**config.mk**
```make
export PLATFORM = sky130hd
export DESIGN_NAME = hit_resolver
export DESIGN_NICKNAME = d
export VERILOG_FILES = /design/src/rtl/hit_resolver.sv
export SDC_FILE = /design/constraint.sdc
export NUM_CORES = 1
export LEC_CHECK = 0
export CAP_MARGIN = 20
export CORE_MARGIN = 4
export CORE_UTILIZATION = 45
export DETAILED_ROUTE_END_ITERATION = 12
export PLACE_DENSITY = 0.76
export SLEW_MARGIN = 25
export SYNTH_ARGS = -nofsm -noshare
export SYNTH_HDL_FRONTEND = slang
export SYNTH_SLANG_ARGS = --single-unit
```
**constraint.sdc**
```tcl
create_clock -name clk -period 3.1 [get_ports clk]
set_clock_uncertainty 0.2 [all_clocks]
set_input_delay 0.62 -clock clk [delete_from_list [all_inputs] [get_ports clk]]
set_output_delay 0.62 -clock clk [all_outputs]
set_load 0.03 [all_outputs]
```
**src/rtl/hit_resolver.sv**
```systemverilog
// Per-frame hit arbitration for a two-fighter game: geometry test, block/hit decision,
// health and hitstun bookkeeping, and round-end detection with winner reporting.
module hit_resolver #(
    parameter int unsigned SPRITE_W       = 64,
    parameter int unsigned ATK_REACH      = 32,
    parameter int unsigned HEALTH_MAX     = 100,
    parameter int unsigned DAMAGE         = 10,
    parameter int unsigned HITSTUN_FRAMES = 12,
    parameter logic [2:0]  ST_ACTIVE      = 3'd5,
    parameter logic [2:0]  ST_BWD         = 3'd2
) (
    input  logic       clk,
    input  logic       reset,
    input  logic       new_round,
    input  logic [9:0] p1_x,
    input  logic [2:0] p1_state,
    input  logic [9:0] p2_x,
    input  logic [2:0] p2_state,
    output logic       p1_hit,
    output logic       p2_hit,
    output logic       p1_blocked,
    output logic       p2_blocked,
    output logic [7:0] p1_health,
    output logic [7:0] p2_health,
    output logic       p1_stun,
    output logic       p2_stun,
    output logic       round_over,
    output logic [1:0] winner
);

    typedef enum logic {FIGHT = 1'b0, OVER = 1'b1} round_state_t;

    localparam logic [10:0] FAR_EDGE   = 11'(SPRITE_W - 1 + ATK_REACH);
    localparam logic [7:0]  HEALTH_INI = 8'(HEALTH_MAX);
    localparam logic [7:0]  DMG        = 8'(DAMAGE);
    localparam logic [5:0]  STUN_INI   = 6'(HITSTUN_FRAMES);

    round_state_t state_q, state_d;
    logic         in_fight, in_over, restart;

    logic [5:0] p1_stun_cnt, p2_stun_cnt;
    logic       p1_conn, p2_conn;
    logic       overlap;
    logic       p1_cand, p2_cand;
    logic       p1_hit_ev, p2_hit_ev, p1_block_ev, p2_block_ev;

    // Both attacks reduce to the same inequality because the fighters face each other.
    assign overlap = ({1'b0, p2_x} >= ({1'b0, p1_x} + 11'd1)) &&
                     ({1'b0, p2_x} <= ({1'b0, p1_x} + FAR_EDGE));

    assign p1_cand = in_fight && (p1_state == ST_ACTIVE) && overlap &&
                     !p1_conn && (p2_stun_cnt == 6'd0);
    assign p2_cand = in_fight && (p2_state == ST_ACTIVE) && overlap &&
                     !p2_conn && (p1_stun_cnt == 6'd0);

    assign p2_block_ev = p1_cand && (p2_state == ST_BWD);
    assign p2_hit_ev   = p1_cand && (p2_state != ST_BWD);
    assign p1_block_ev = p2_cand && (p1_state == ST_BWD);
    assign p1_hit_ev   = p2_cand && (p1_state != ST_BWD);

    // Round FSM: state register
    always_ff @(posedge clk or posedge reset) begin
        if (reset) state_q <= FIGHT;
        else       state_q <= state_d;
    end

    // Round FSM: next state
    always_comb begin
        state_d = state_q;
        case (state_q)
            FIGHT: if ((p1_health == 8'd0) || (p2_health == 8'd0)) state_d = OVER;
            OVER:  if (new_round) state_d = FIGHT;
            default: state_d = FIGHT;
        endcase
    end

    // Round FSM: outputs
    always_comb begin
        in_fight   = (state_q == FIGHT);
        in_over    = (state_q == OVER);
        restart    = in_over && new_round;
        round_over = in_over;
    end

    always_ff @(posedge clk or posedge reset) begin
        if (reset) begin
            p1_hit      <= 1'b0;
            p2_hit      <= 1'b0;
            p1_blocked  <= 1'b0;
            p2_blocked  <= 1'b0;
            p1_health   <= HEALTH_INI;
            p2_health   <= HEALTH_INI;
            p1_stun_cnt <= 6'd0;
            p2_stun_cnt <= 6'd0;
            p1_conn     <= 1'b0;
            p2_conn     <= 1'b0;
            winner      <= 2'b00;
        end else begin
            p1_hit     <= p1_hit_ev;
            p2_hit     <= p2_hit_ev;
            p1_blocked <= p1_block_ev;
            p2_blocked <= p2_block_ev;
            if (restart) begin
                p1_health   <= HEALTH_INI;
                p2_health   <= HEALTH_INI;
                p1_stun_cnt <= 6'd0;
                p2_stun_cnt <= 6'd0;
                p1_conn     <= 1'b0;
                p2_conn     <= 1'b0;
                winner      <= 2'b00;
            end else begin
                if (p1_hit_ev)
                    p1_health <= (p1_health < DMG) ? 8'd0 : p1_health - DMG;
                if (p2_hit_ev)
                    p2_health <= (p2_health < DMG) ? 8'd0 : p2_health - DMG;

                if (p1_hit_ev)                 p1_stun_cnt <= STUN_INI;
                else if (p1_stun_cnt != 6'd0)  p1_stun_cnt <= p1_stun_cnt - 6'd1;
                if (p2_hit_ev)                 p2_stun_cnt <= STUN_INI;
                else if (p2_stun_cnt != 6'd0)  p2_stun_cnt <= p2_stun_cnt - 6'd1;

                // A connect latches until the attacker leaves its active frames.
                if (p1_state != ST_ACTIVE) p1_conn <= 1'b0;
                else if (p1_cand)          p1_conn <= 1'b1;
                if (p2_state != ST_ACTIVE) p2_conn <= 1'b0;
                else if (p2_cand)          p2_conn <= 1'b1;

                if (in_fight && (state_d == OVER))
                    winner <= {p1_health == 8'd0, p2_health == 8'd0};
            end
        end
    end

    assign p1_stun = (p1_stun_cnt != 6'd0);
    assign p2_stun = (p2_stun_cnt != 6'd0);

endmodule

```
==> flow_results.xml <==
<?xml version="1.0" encoding="UTF-8"?>
<metrics>
  <group name="route">
    <metric name="vias_post_dr" unit="">2887</metric>
    <metric name="postRouteAntennaNets" unit="">0</metric>
    <metric name="drc_violations_left" unit="">0</metric>
    <metric name="postRouteWirelength" unit="µm">8473</metric>
    <metric name="detailedRoute.firstPassIterationCount" unit="">4</metric>
    <metric name="drt_iter0_markers" unit="">234</metric>
    <metric name="post_detailed_route_via_to_cell_ratio" unit="">5.762</metric>
    <metric name="detail_route.wl_per_cell" unit="µm">16.91</metric>
  </group>
  <group name="flow_run">
    <metric name="cap_viol_max_count" unit="">0</metric>
  </group>
  <group name="sta">
    <metric name="max_clock_freq" unit="MHz">283.8</metric>
    <metric name="maxSlewHeadroom" unit="%">55.15</metric>
    <metric name="timing.final.hold_violations" unit="">0</metric>
    <metric name="grt_setup_unrepaired" unit="">true</metric>
    <metric name="post-route-worst-setup-slack" unit="ns">-0.4231</metric>
    <metric name="drv_slew" unit="">0</metric>
    <metric name="worstMarginPinSlew" unit="ns">0.6657</metric>
    <metric name="hold_slack" unit="ns">0.3340</metric>
    <metric name="layout_min_cycle_time" unit="ns">3.523</metric>
    <metric name="setup_viol_count_final" unit="">32</metric>
    <metric name="timing.final.crit_share" unit="%">113.6</metric>
  </group>
  <group name="clocking">
    <metric name="cts_buffer_count" unit="">5</metric>
    <metric name="tritoncts" unit="">yes</metric>
    <metric name="clock-sinks" unit="">35</metric>
    <metric name="clk_path_buf_depth" unit="">2</metric>
    <metric name="path_clk_slew" unit="ns">0.07</metric>
    <metric name="cts_root_buffer" unit="">sky130_fd_sc_hd__clkbuf_8</metric>
    <metric name="htree_num_levels" unit="">2</metric>
    <metric name="worstSkewPairLatency" unit="ns">0.30</metric>
  </group>
  <group name="synthesis">
    <metric name="dominantRegCellSynth" unit="">sky130_fd_sc_hd__dfrtp_1</metric>
    <metric name="postSynthAreaPerCell" unit="µm²">8.802</metric>
    <metric name="synthesis.area" unit="µm²">2799</metric>
    <metric name="ys_seq_area_share" unit="%">31.56</metric>
    <metric name="synthArstFlopShare" unit="%">100.0</metric>
    <metric name="number_of_cells_produced_by_synthesis" unit="">318</metric>
    <metric name="yosysWarnings" unit="">0</metric>
    <metric name="yosys_register_bits" unit="">35</metric>
    <metric name="synthDistinctLibCells" unit="">58</metric>
    <metric name="synth_enable_flop_cells" unit="">0</metric>
  </group>
  <group name="power_and_ir_drop">
    <metric name="internal-power" unit="µW">1403</metric>
    <metric name="total_switching_power" unit="µW">984.6</metric>
    <metric name="proportion_of_power_drawn_by_the_clock_network" unit="%">15.5</metric>
    <metric name="combinationalPowerShare" unit="%">52.2</metric>
    <metric name="power.density_cell_area" unit="nW/µm²">566.0</metric>
    <metric name="pwr-share-seq" unit="%">32.4</metric>
    <metric name="cellLeakagePower" unit="µW">0.001808</metric>
    <metric name="p_sw_share" unit="%">41.23</metric>
    <metric name="vdd_ir_drop_max" unit="V">0.0003884</metric>
  </group>
  <group name="worst_setup_path">
    <metric name="worstPathArrival" unit="ns">3.52</metric>
    <metric name="setup.reg_to_reg.worst_slack" unit="ns">0.60</metric>
    <metric name="timing.critical_path.required" unit="ns">3.10</metric>
    <metric name="critPathCaptureType" unit="">flop</metric>
    <metric name="r2r_cells" unit="">10</metric>
    <metric name="r2r-start" unit="">p1_stun_cnt[0]</metric>
    <metric name="rr_endpoint" unit="">p1_health[3]</metric>
    <metric name="worst-path-max-fanout" unit="">4</metric>
    <metric name="timing.critical_path.from_type" unit="">primary input</metric>
    <metric name="timing.setup.critical_path_class" unit="">primary input to flop</metric>
  </group>
  <group name="min_path">
    <metric name="worstHoldEndpoint" unit="">p2_health[5]</metric>
    <metric name="min-delay-start" unit="">p2_health[5]</metric>
    <metric name="min_path_cells" unit="">2</metric>
    <metric name="holdCritPathClass" unit="">flop to flop</metric>
  </group>
  <group name="layout">
    <metric name="n_antenna_cell" unit="">0</metric>
    <metric name="finalNetCount" unit="">479</metric>
    <metric name="layout.cells.most_common" unit="">sky130_fd_sc_hd__buf_4</metric>
    <metric name="fin_util" unit="%">70.43</metric>
    <metric name="share_of_post_route_cells_with_drive_strength_above_1" unit="%">32.39</metric>
    <metric name="fin_cells" unit="">501</metric>
    <metric name="syn2layout_area_growth" unit="%">50.74</metric>
    <metric name="mostFrequentLayoutCells" unit="">sky130_fd_sc_hd__buf_4 (51), sky130_fd_sc_hd__clkdlybuf4s50_1 (46), sky130_fd_sc_hd__nand2_1 (34)</metric>
    <metric name="final_design_area_no_fill" unit="µm²">4219</metric>
  </group>
  <group name="floorplanning">
    <metric name="core_area" unit="µm²">5991</metric>
    <metric name="io-pin-count" unit="">54</metric>
    <metric name="placement_rows" unit="">28</metric>
    <metric name="total_die_area" unit="µm²">7546</metric>
    <metric name="die-width" unit="µm">86.87</metric>
    <metric name="die_span_y" unit="µm">86.87</metric>
    <metric name="initial_utilization" unit="%">46.72</metric>
  </group>
  <group name="run_status">
    <metric name="violations_in_the_final_reports" unit="">setup timing</metric>
    <metric name="status" unit="">finished, violations left</metric>
  </group>
  <group name="place">
    <metric name="numPlacedInstances" unit="">474</metric>
    <metric name="postPlaceCellArea" unit="µm²">3601</metric>
    <metric name="detailedPlacementHpwl" unit="µm">5400</metric>
    <metric name="place.port_buffers" unit="">51</metric>
    <metric name="gp_congestion" unit="">0.9332</metric>
    <metric name="dp_slack" unit="ns">-1.053</metric>
  </group>
  <group name="grt">
    <metric name="grt_pass1_wl" unit="µm">12940</metric>
    <metric name="first_global_vias" unit="">2791</metric>
    <metric name="grt_antenna_before_repair" unit="">0</metric>
    <metric name="gr-total-overflow" unit="">0</metric>
    <metric name="pin_count_of_the_biggest_net_entering_global_routing" unit="">36</metric>
    <metric name="gr-usage-all-layers" unit="%">21.35</metric>
  </group>
</metrics>
cell type report:
type	instances	area, µm²
clock buffer	8	100.1
fill	434	1772
inverter	18	75.07
multi-input combinational	253	2057
sequential	35	883.3
tap	75	93.84
timing repair buffer	112	1010
critical path, cell delays in order:
cell and delay (ns):
sky130_fd_sc_hd__buf_8 0.10, sky130_fd_sc_hd__inv_6 0.05, sky130_fd_sc_hd__ha_4 0.12, sky130_fd_sc_hd__or4b_4 0.45, sky130_fd_sc_hd__a21o_1 0.20, sky130_fd_sc_hd__nand2_1 0.08, sky130_fd_sc_hd__xor2_1 0.16, sky130_fd_sc_hd__ha_1 0.27
sky130_fd_sc_hd__nand4_1 0.16, sky130_fd_sc_hd__buf_4 0.14, sky130_fd_sc_hd__o21ai_2 0.06, sky130_fd_sc_hd__a211oi_4 0.27, sky130_fd_sc_hd__nor2_4 0.08, sky130_fd_sc_hd__or4_4 0.46, sky130_fd_sc_hd__a2111oi_4 0.29
through the flow:
step / TNS [ns] / total power, µW
floorplan: -5.868 / 1441
global placement: -23.34 / 1746
detailed placement: -27.64 / 1784
CTS: -6.462 / 2246
global route: -12.27 / 2540
finish: -8.026 / 2388
worst max path at each step:
stage / slack (ns) / end / startpoint
6_report: -0.42 / p2_conn / p1_x[0]
5_1_grt: -0.56 / p2_conn / p1_x[0]
4_1_cts: -0.35 / p2_conn / p1_x[0]
3_5_place_dp: -1.05 / p2_conn / p1_x[1]
3_3_place_gp: -0.95 / p2_conn / p1_x[1]
2_1_floorplan: -0.44 / p2_conn / p1_x[4]
power groups by stage:
stage | Combinational (µW) | Sequential (µW) | Clock, µW
after floorplan | 596 | 844 | 0
after global placement | 983 | 763 | 0
after detailed placement | 1020 | 766 | 0
after CTS | 1120 | 759 | 370
after global routing | 1350 | 791 | 397
final | 1250 | 773 | 369
repair_timing:
action                     CTS  global route
pin swaps                   20            19
hold buffers                 0             0
hold endpoints to repair     0             0
setup endpoints to repair   32            33
setup buffers               16             7
gates resized for setup     52            41
synthesized netlist by cell type, drive strengths merged (3+ instances only):
cell    number  area [µm²]
nor4         6       37.54
o21ai       11       55.05
or3          3       18.77
a21oi       14       73.82
and2         4       25.02
xnor2       11       96.34
buf          8       72.56
nand2b       3       18.77
mux2i        4       40.04
nand2       36       135.1
nor2        23       91.34
nor2b        3       18.77
nand3       16       85.08
o211ai       6       45.04
o31ai        5       37.54
xor2        10       87.58
inv         18       67.56
or2          4       25.03
nand4        5       31.28
nor3        25       125.1
ha          25       312.8
nor3b        3       22.52
a21o         7       53.80
dfstp        6       157.7
dfrtp       29       725.7
registers in the layout (all words and copies together) (netlist names), 2 cells and up:
register / cells
p1_stun_cnt: 6
winner: 2
p2_health: 7
p2_stun_cnt: 6
p1_health: 7
logic make-up (layout without fill, tap and decap cells):
kind of cell / count (synthesis) / after routing / synth area share (%)
and+or+nand+nor: 142 / 142 / 26.20
AOI/OAI and AO/OA: 58 / 58 / 14.57
DFF: 35 / 35 / 31.56
buffers and inverters: 31 / 138 / 7.957
adders and majority gates: 25 / 25 / 11.18
xor gates and xnor gates: 21 / 21 / 6.571
muxes: 5 / 5 / 1.833
other: 1 / 2 / 0.1340
per-layer routing:
layer  part of all wire (%)  wire, µm  GRT usage [%]  up-vias
li1                       -         -              -     1360
met1                     38      3219          25.16     1399
met2                     54      4572          38.85      104
met3                    5.2       444          3.595       24
met4                    2.8       236          7.224        0
met5                      0         0              0        -
(Power assumes the default switching activity.)
==> patch, RTL diff (same settings) <==
Register the outputs `p1_stun` and `p2_stun`, with the module's reset; this adds one clock of latency there. The other outputs are not delayed to match.
--- a/src/rtl/hit_resolver.sv
+++ b/src/rtl/hit_resolver.sv
@@ -131,8 +131,15 @@
         end
     end
 
-    assign p1_stun = (p1_stun_cnt != 6'd0);
-    assign p2_stun = (p2_stun_cnt != 6'd0);
+    always_ff @(posedge clk or posedge reset) begin
+        if (reset) begin
+            p1_stun <= '0;
+            p2_stun <= '0;
+        end else begin
+            p1_stun <= (p1_stun_cnt != 6'd0);
+            p2_stun <= (p2_stun_cnt != 6'd0);
+        end
+    end
 
 endmodule
 
Function: changed (a bounded check fails within 4 cycles, from zero or initial values and one cycle with reset high).
==> patch against the original RTL <==
  * The run still ends with setup timing left
  * Maximum frequency up 0.23%
  * First-iteration DRC count down 30%
  * Count of clock-buffer cells in the layout down 3
  * Wire length down 2.8%
  * Non-clock buffer count down 6
  * Core utilization down 1.7 points
  * Power up 1.6%
  * Register-to-register slack worse by 0.16 ns
  * Global-route usage up 1.0 points
  * Worst setup slack better by 0.0082 ns
  * Design area down 3.1%
  * Sequential cell count up 2
  * Synthesized area down 0.22%
  * Largest cell class unchanged
==> patch: results (changes against the original RTL) <==
* Nets at 482 (+0.63%)
* DR pass1 iterations at 4 (unchanged)
* Critical R2R Capture: p1_health[3]
* HPWL Detailed at 5940 µm (+10%)
* Worst hold path depth at 2 (unchanged)
* Maximum fanout along the worst path at 3 (-1)
* Part of the Yosys area used for sequential elements at 33.4% (+1.9 points)
* Worst-Margin Slew at 0.819 ns (+0.154 ns)
* VDD IR max at 410 µV (+5.6%)
* Commonest cells in the netlist: nand2_1, dfrtp_1, ha_1, inv_1, nor3_1
* CTS max path bufs at 2 (unchanged)
* H-tree levels at 2 (unchanged)
* Clock group at 343 µW (-7.0%)
* Reg2reg setup slack at 0.44 ns (-0.16 ns)
* Worst hold margin at 0.315 ns (-0.0189 ns)
* Post-CTS setup buffers at 6 (-10)
* Min-delay src: winner[1]
* Vias/cell at 5.72 (-0.73%)
* Pre-CTS WS at -1.10 ns (-0.0423 ns)
* Routed length on met1 at 3440 µm (+7.0%)
* DR WL met3 at 448 µm (+0.90%)
* GR Util met3 at 4.28% (+0.68 points)
* CTS resizes at 55 (+5.8%)
* P_seq at 810 µW (+4.8%)
* Layout cells sized above 1 at 29.4% (-3.0 points)
* Final Wtd Congestion at 0.887 (-5.0%)
* # setup viols final at 32 (unchanged)
* CP Launch Point: p1_x[1]
* Met2 Use GR at 38.7% (-0.12 points)
* Avg Inst Size Synth at 8.59 µm² (-2.4%)
* Synth area leaders: dfrtp_1, ha_1, dfstp_2, nor3_1, nand2_1
* Total Routing Usage GR at 22.4% (+1.0 points)
* Setup TNS at -9.48 ns (-1.45 ns)
* Fin worst setup slack at -0.415 ns (+0.00825 ns)
* Met2 wire length at 4170 µm (-8.7%)
* Drt first-iter violations at 163 (-30%)
* First-pass GRT wire length at 13300 µm (+2.8%)
* Hold EP: winner[1]
* Violated checks: setup timing
* Vias in the first global route at 2862 (+2.5%)
* Routed len/inst at 16.3 µm (-3.3%)
* Switch share at 42.5% (+1.2 points)
* CTS root buffer: clkbuf_8
* Num CTS Buffers at 5 (unchanged)
* Critical Path Slowest Stage Cell: or4b_4
* Met1 Use GR at 27.5% (+2.3 points)
* Largest net degree at the start of global routing at 38 (+5.6%)
* Leak Pwr at 0.00180 µW (-0.15%)
* Critical path endpoint: p1_conn
* Final WL at 8240 µm (-2.8%)
* Area after DPL at 0.00368 mm² (+2.2%)
* Main synth FF type: dfrtp_1
* Critical Path AT at 3.51 ns (about the same)
* Status: complete, but fails checks
patch: cell count changes after synthesis, sizes merged, moves of 3 or more:
cell / before / now
inv: 18 / 25
nand2: 36 / 32
a31oi: 0 / 3
mux2i: 4 / 1
patch: worst max-delay path: cells and delay by family:
kind,cells,cell delay (ns)
AND/OR/NAND/NOR,4,1.13
buffers and inverters,3,0.30
XOR/XNOR,1,0.16
adder cells (fa/ha/maj),2,0.38
AO/OA/AOI/OAI,5,0.93
patch: final cells by class:
cell class | instances | area (µm²)
tap | 75 | 93.8
inverter | 25 | 101
fill | 455 | 1870
sequential | 37 | 933
timing repair buffer | 106 | 945
multi-input combinational | 253 | 1930
clock inverter | 3 | 17.5
clock buffer | 5 | 68.8
patch: kinds of logic after synthesis:
logic type,after synthesis,synth area share (%)
other,1,0.134
buffers and inverters,37,6.50
adder cells (fa/ha/maj),25,11.2
multiplexers,1,0.358
AO/OA/AOI/OAI,65,15.9
flip-flops,37,33.4
AND/OR/NAND/NOR,138,25.9
XOR/XNOR,21,6.59
